<file path="src/rtl/conv_encoder_k3.sv">
// Rate-1/2, K=3 convolutional encoder with per-frame zero-tail termination.
// One information bit per handshake in, one registered 2-bit symbol out.
module conv_encoder_k3 #(
  parameter int unsigned FRAME_LEN = 32,
  parameter logic [2:0]  G0        = 3'b111,
  parameter logic [2:0]  G1        = 3'b101
) (
  input  logic       clk,
  input  logic       reset,
  input  logic       in_valid,
  input  logic       in_bit,
  output logic       in_ready,
  output logic       out_valid,
  output logic [1:0] out_sym,
  output logic       out_sof,
  output logic       out_eof,
  input  logic       out_ready
);

  localparam int unsigned CntW = (FRAME_LEN > 1) ? $clog2(FRAME_LEN) : 1;

  typedef enum logic [1:0] {StIdle, StData, StTail} state_e;

  state_e          state_q;
  logic            s1_q, s0_q;
  logic            tail_q;
  logic [CntW-1:0] cnt_q;

  logic       slot_free, accept, tail_gen, load, u, last_bit;
  logic [2:0] v;

  assign slot_free = !out_valid || out_ready;
  assign in_ready  = !reset && (state_q != StTail) && slot_free;
  assign accept    = in_valid && in_ready;
  assign tail_gen  = (state_q == StTail) && slot_free;
  assign load      = accept || tail_gen;
  // Tail symbols flush the trellis with u = 0.
  assign u         = accept & in_bit;
  assign v         = {u, s1_q, s0_q};
  assign last_bit  = (cnt_q == CntW'(FRAME_LEN - 1));

  always_ff @(posedge clk) begin
    if (reset) begin
      state_q   <= StIdle;
      s1_q      <= 1'b0;
      s0_q      <= 1'b0;
      tail_q    <= 1'b0;
      cnt_q     <= '0;
      out_valid <= 1'b0;
      out_sym   <= 2'b00;
      out_sof   <= 1'b0;
      out_eof   <= 1'b0;
    end else begin
      if (load) begin
        out_valid <= 1'b1;
        out_sym   <= {^(v & G0), ^(v & G1)};
        out_sof   <= accept && (state_q == StIdle);
        out_eof   <= tail_gen && tail_q;
        s1_q      <= u;
        s0_q      <= s1_q;
      end else if (out_ready) begin
        out_valid <= 1'b0;
        out_sof   <= 1'b0;
        out_eof   <= 1'b0;
      end

      if (accept) begin
        if (last_bit) begin
          state_q <= StTail;
          cnt_q   <= '0;
        end else begin
          state_q <= StData;
          cnt_q   <= cnt_q + 1'b1;
        end
      end

      if (tail_gen) begin
        if (tail_q) begin
          // Second tail symbol loaded: next frame starts from state 0.
          state_q <= StIdle;
          tail_q  <= 1'b0;
          s1_q    <= 1'b0;
          s0_q    <= 1'b0;
          cnt_q   <= '0;
        end else begin
          tail_q  <= 1'b1;
        end
      end
    end
  end

endmodule
</file>
<file path="config.mk">
export PLATFORM = sky130hd
export DESIGN_NAME = conv_encoder_k3
export DESIGN_NICKNAME = d
export VERILOG_FILES = /design/src/rtl/conv_encoder_k3.sv
export SDC_FILE = /design/constraint.sdc
export NUM_CORES = 1
export LEC_CHECK = 0
export BUFFER_PORTS_ARGS = -buffer_cell sky130_fd_sc_hd__buf_2
export CAP_MARGIN = 10
export CORE_UTILIZATION = 35
export DETAILED_ROUTE_END_ITERATION = 10
export RECOVER_POWER = 25
export SETUP_SLACK_MARGIN = 0.15
export SLEW_MARGIN = 40
export SYNTH_ARGS = -nofsm -noshare
export SYNTH_HDL_FRONTEND = slang
export SYNTH_SLANG_ARGS = --single-unit
</file>
<file path="constraint.sdc">
create_clock -name clk -period 2.1 [get_ports clk]
set_input_delay 0 -clock clk [delete_from_list [all_inputs] [get_ports clk]]
set_output_delay 0 -clock clk [all_outputs]
set_load 0.03 [all_outputs]
</file>
==> results of run 1 <==
==> worst min-delay path: cells and delay by family <==
family,cells,cell delay (ns)
compound gates,1,0.08
buf+inv,1,0.12
simple gates,1,0.08
==> timing repair <==
action	CTS	global route
hold endpoints to repair	4	0
resized for setup	2	0
hold buffers	1	0
setup endpoints to repair	2	0
buffers inserted	3	0
==> kinds of logic (layout without fill, tap and decap cells) <==
family	count (synthesis)	after routing	share of synthesized area [%]
adders and majority gates	2	2	3.552
buffers and inverters	3	18	2.665
xor gates and xnor gates	2	2	2.487
AOI/OAI and AO/OA	20	20	17.41
and+or+nand+nor	33	33	28.24
muxes	2	2	3.019
DFF	15	15	42.63
==> routing by layer <==
layer / share of wire, % / track usage [%]
met1: 50 / 17.72
met2: 43 / 22.78
met3: 4.2 / 4.615
met4: 2.7 / 8.571
met5: 0 / 0
==> synthesized netlist by cell type (all sizes together) <==
cell	count
a31oi	1
a21oi	10
nor4	1
nor3	3
nand2b	3
and3	1
nand2	7
or4	1
nor2	7
buf	1
clkbuf	2
xnor2	2
mux2i	1
dfxtp	15
ha	2
a21o	2
nor2b	3
nand3	3
a211oi	1
a22oi	1
mux2	1
a211o	1
o21ai	2
or3	3
or3b	1
a32oi	2
==> cell usage in the layout, fill, tap and decap left out, types with 2 or more instances in the layout <==
cell type and instances:
clkbuf_4 3, a32oi_1 2, nand3_1 3, clkbuf_1 6
nand2b_1 2, a21o_1 2, a21oi_1 10, dfxtp_1 13
buf_2 5, dfxtp_2 2, xnor2_1 2, nand2_1 7
nor2b_4 2, nor3_1 2, buf_4 3, o21ai_0 2
ha_2 2, nor2_1 7, or3_1 3
==> through the flow <==
step           setup slack, ns  std cells  cell area (um^2)  hold WS, ns
3_5_place_dp           0.07395        109             772.0       0.2938
5_1_grt                 0.1730        117             827.0      0.06879
2_1_floorplan           0.1516         77             709.4       0.1625
6_report                0.2507        117             827.0      0.03408
3_3_place_gp            0.1067        109             772.0       0.2881
4_1_cts                 0.2404        117             833.3      0.03097
==> state kept, by name (all words and copies together), names as in the netlist <==
signal     cells
cnt_q          5
out_eof        1
out_sof        1
out_sym        2
out_valid      1
s0_q           1
s1_q           1
state_q        2
tail_q         1
==> path summary, 6_finish.rpt <==
kind / start / cells after the start / endpoint
worst min register to register: cnt_q[4] / 2 / cnt_q[4]
worst max-delay path: cnt_q[1] / 6 / cnt_q[2]
worst max register to register: cnt_q[1] / 6 / cnt_q[2]
worst min-delay path: in_bit / 3 / s1_q
==> final cells by class <==
cell class                      instances  area share (%)
Clock buffer                            4           3.177
Sequential cell                        15           36.61
Tap cell                               25           3.782
Multi-Input combinational cell         59           47.20
Timing Repair Buffer                   14           9.228
==> power groups by stage <==
| stage | logic, mW | clock network, mW | registers [mW] |
|---|---|---|---|
| 6_report | 0.0683 | 0.163 | 0.300 |
| 5_1_grt | 0.0756 | 0.184 | 0.301 |
| 4_1_cts | 0.0707 | 0.171 | 0.300 |
| 3_5_place_dp | 0.0654 | 0 | 0.307 |
| 3_3_place_gp | 0.0653 | 0 | 0.307 |
| 2_1_floorplan | 0.0400 | 0 | 0.315 |
==> results.py, run 1 <==
metrics = {
    "power": {
        "switching_share_pct": 25.71,
        "combPwrFrac_pct": 12.9,
        "p_clk_share_pct": 30.7,
        "p_int_mw": 0.3946,
        "seq_power_share_pct": 56.5,
        "power_mw": 0.5311,
        "switchingPower_mw": 0.1365,
        "power_density_nw_per_um2": 642.2,
        "static-leakage-power_nw": 0.3074,
        "peakVddDrop_mv": 0.3292,
    },
    "detailed_routing": {
        "routedWlPerCell_um": 10.70,
        "vias": 579,
        "first_pass_iters": 3,
        "drt_iter0_markers": 7,
        "routed_wl_mm": 1.252,
        "detail_route.vias_per_cell": 4.949,
        "drc_errors": 0,
        "antenna_left": 0,
    },
    "critical_path": {
        "crit_required_ns": 2.32,
        "worstPathArrival_ns": 2.07,
        "cp_top_family": "simple AND/OR/NAND/NOR gates",
        "cp_num_buf_inv": 0,
        "critPathKind": "flop to flop",
        "startpoint_type": "flop",
        "end_kind": "flop",
        "crit_fanout": 4,
        "r2r_slack_ns": 0.25,
        "max_stage_delay_ns": 0.43,
        "cpMostUsedCell": "ha_2",
        "path_cells": "ha_2, and3_1, ha_2, or4_4, or3b_1, a21oi_1",
        "cpMaxStageDelayCell": "or4_4",
    },
    "floorplanning": {
        "fp.dieH_um": 46.86,
        "start_util_pct": 39.10,
        "ioPinCount": 11,
        "die_w_um": 46.86,
        "rows": 15,
        "dieArea_um2": 2196,
        "core_area_um2": 1802,
    },
    "synthesis": {
        "synth_top_area_share_pct": 42.63,
        "synth_nets": 84,
        "avgSynthCellArea_um2": 9.148,
        "synth_area_um2": 704.4,
        "ys_seq_area_share_pct": 42.63,
        "synth.distinct_cells": 29,
        "synthCells": 77,
        "netlist_top_cells_area": "dfxtp_1 43%, a21oi_1 7.1%, nor2b_4 3.9%, nand2_1 3.7%, nor2_1 3.7%",
        "ys_ff_latch": 15,
        "yosys_warnings": 0,
        "yosysTopAreaCell": "dfxtp_1",
    },
    "clocking": {
        "cts.clk_slew.worst_paths_ns": 0.09,
        "cts_buffer_depth": 2,
        "insertion_delay_ns": 0.28,
        "cts_buffers": 3,
        "cts-root-buf": "clkbuf_4",
        "cts_max_level": 1,
        "cts.sinks": 15,
        "cts_tree": "done",
    },
    "job": {
        "cap_violations": 0,
    },
    "sta": {
        "report.final.slew_viol_count": 0,
        "setup_tns_ns": 0,
        "fin_crit_ns": 1.849,
        "max_slew_margin_pct": 69.32,
        "fmax_mhz": 540.8,
        "tightest_slew_ns": 0.4577,
        "hold_viol": 0,
        "finalCritPeriodShare_pct": 88.06,
        "setup_viol": 0,
        "finClkSkew_ns": 0.004834,
        "rsz0062_at_grt": "no",
    },
    "finish": {
        "multi_input_area_um2": 390.4,
        "nFillCells": 191,
        "antenna_cells": 0,
        "layout-drive-gt1-share_pct": 22.83,
        "final_util_pct": 45.90,
        "ff_latch_area_um2": 302.8,
        "final_nets": 100,
        "areaGrowthSynthToFinish_pct": 17.41,
    },
    "grt": {
        "antenna_found_initial": 0,
        "grt_pass1_wl_mm": 2.173,
        "grt_pass1_vias": 511,
        "grt-ovfl-total": 0,
        "grt_max_degree": 10,
        "grtUsageTotal_pct": 14.64,
    },
    "min_path": {
        "hp-class": "input pin to flop",
    },
    "placed_design": {
        "portBuffers": 10,
        "gp_congestion": 0.7654,
        "dp_hpwl_um": 919.3,
    },
    "outcome": {
        "status": "complete, no violations",
    },
}
Power figures use the tool's default switching activity.
==> inputs of run 2 (changes only) <==
clock period = 2 ns   (was 2.1 ns; I/O delays follow)
==> run 2 against run 1 <==
- critical path depth stayed put
- first-iteration DRC count is 71% lower
- clock skew is 0.00078 ns lower
- worst hold slack better by 0.011 ns
- utilization is 2.2 points higher
- sequential share of layout area is 1.7 points lower
- sequential power is 5% higher
- die area stayed put
- global-route usage is 0.35 points higher
- register-to-register slack worse by 0.09 ns
- via count is 3.6% higher
- largest power group unchanged
==> results.py, run 2 (same netlist as run 1, synthesis figures left out) <==
metrics = {
    "grt": {
        "grt_max_degree": 10,
        "grtUsageTotal_pct": 14.99,
        "antenna_found_initial": 0,
        "grt_pass1_vias": 513,
        "grt-ovfl-total": 0,
        "grt_pass1_wl_mm": 2.201,
    },
    "critical_path": {
        "startpoint_type": "flop",
        "r2r_cells": 6,
        "cpMaxStageDelayCell": "or4_4",
        "crit_required_ns": 2.22,
        "max_stage_delay_ns": 0.43,
        "crit_fanout": 4,
        "end_kind": "flop",
        "crit_start": "cnt_q[1]",
        "r2r-end": "cnt_q[2]",
        "r2r_start": "cnt_q[1]",
        "cpMostUsedCell": "ha_4",
        "worstPathArrival_ns": 2.06,
        "critPathKind": "flop to flop",
        "r2r_slack_ns": 0.16,
        "endpoint": "cnt_q[2]",
        "path_cells": "ha_4, and3_4, ha_4, or4_4, or3b_1, a21oi_2",
    },
    "finish": {
        "ff_latch_area_um2": 302.8,
        "largest_register_ff_count": 5,
        "final_nets": 101,
        "areaGrowthSynthToFinish_pct": 23.09,
        "layout-drive-gt1-share_pct": 26.88,
        "largest-register": "cnt_q",
        "fin_area_um2": 867.1,
        "multi_input_area_um2": 422.9,
        "layout_commonest_cell": "dfxtp_1",
        "nFillCells": 183,
        "final_util_pct": 48.13,
        "antenna_cells": 0,
        "layout_common_cells": "13 x dfxtp_1, 8 x a21oi_1, 7 x nor2_1, 7 x nand2_1, 6 x clkbuf_1",
        "reg.largest.list": "cnt_q: 5 flops, out_sym: 2 flops, state_q: 2 flops",
    },
    "floorplanning": {
        "core_area_um2": 1802,
        "rows": 15,
        "ioPinCount": 11,
        "dieArea_um2": 2196,
        "start_util_pct": 39.10,
        "fp.dieH_um": 46.86,
        "die_w_um": 46.86,
    },
    "power": {
        "peakVddDrop_mv": 0.3616,
        "static-leakage-power_nw": 0.3112,
        "power_density_nw_per_um2": 648.7,
    },
    "clocking": {
        "cts_max_level": 1,
        "cts.clk_slew.worst_paths_ns": 0.09,
        "cts_tree": "done",
        "cts.sinks": 15,
        "insertion_delay_ns": 0.28,
        "cts_buffer_depth": 2,
        "cts_buffers": 3,
        "cts-root-buf": "clkbuf_4",
    },
    "sta": {
        "setup_tns_ns": 0,
        "finClkSkew_ns": 0.004058,
        "tightest_slew_ns": 0.4849,
        "setup_viol": 0,
        "fin_crit_ns": 1.836,
        "rsz0062_at_grt": "yes",
        "whs_ns": 0.04495,
        "fmax_mhz": 544.6,
        "finalCritPeriodShare_pct": 91.81,
        "max_slew_margin_pct": 67.49,
        "report.final.slew_viol_count": 0,
        "hold_viol": 0,
    },
    "job": {
        "cap_violations": 0,
    },
    "placed_design": {
        "gp_congestion": 0.7575,
        "dp_hpwl_um": 941.5,
        "placed_area_um2": 772.0,
        "portBuffers": 10,
    },
    "detailed_routing": {
        "drc_errors": 0,
        "routedWlPerCell_um": 11.91,
        "first_pass_iters": 4,
        "antenna_left": 0,
        "detail_route.vias_per_cell": 5.085,
        "routed_wl_mm": 1.405,
        "drt_iter0_markers": 2,
        "vias": 600,
    },
    "outcome": {
        "status": "complete, no violations",
    },
    "min_path": {
        "hp-class": "input pin to flop",
    },
}
## run 2: changes by cell type in the layout (fill, tap and decap cells not counted)
cell / delta
a21oi_1: -2
a21oi_2: +2
ha_2: -2
ha_4: +2
and3_1: -1
and3_4: +1
buf_4: +1
## run 2: power breakdown
| part | internal [mW] | switching, mW |
|---|---|---|
| clock | 0.0774 | 0.0955 |
| combinational | 0.0292 | 0.0446 |
| sequential | 0.308 | 0.00753 |
## run 2: layout make-up
| class | count | share of cell area (%) |
|---|---|---|
| multi-input combinational | 59 | 48.77 |
| sequential | 15 | 34.92 |
| timing repair buffer | 15 | 9.668 |
| tap | 25 | 3.608 |
| clock buffer | 4 | 3.030 |
## run 2: per-layer routing
layer / vias to the layer above / routed length [um] / share of wire, % / GRT usage [%]
met5: - / 0 / 0 / 0
met3: 2 / 58 / 4.1 / 6.923
li1: 309 / - / - / -
met2: 12 / 622 / 44 / 21.94
met1: 277 / 703 / 50 / 18.78
met4: 0 / 21 / 1.5 / 6.857
## run 2: worst min path at each step
stage / depth (start not counted) / startpoint / to
global placement: 2 / reset / out_sof
global route: 3 / in_bit / s1_q
floorplan: 2 / in_bit / s1_q
CTS: 3 / in_bit / s1_q
finish: 3 / in_bit / s1_q
detailed placement: 2 / reset / out_valid
## run 2: through the flow
stage                     total power [mW]  worst slack, ns  std cells
after floorplan                     0.3732           0.1902         77
after global placement              0.3906           0.1553        109
after detailed placement            0.3916          0.09718        109
after CTS                           0.5694           0.1339        117
after global routing                0.5949           0.1308        118
final                               0.5625           0.1639        118
## run 2: critical path, delay by kind of cell (launching register included)
| kind | cells | cell delay [ns] |
|---|---|---|
| AO/OA/AOI/OAI | 1 | 0.13 |
| adder cells (fa/ha/maj) | 2 | 0.31 |
| flip-flops | 1 | 0.35 |
| AND/OR/NAND/NOR | 3 | 0.98 |
## run 2: timing repair
action,4_1_cts,5_1_grt
setup endpoints to repair,2,2
endpoints found under the hold margin,4,0
hold buffers,1,0
gates resized for setup,2,5
pin swaps,3,0
buffers inserted,3,1
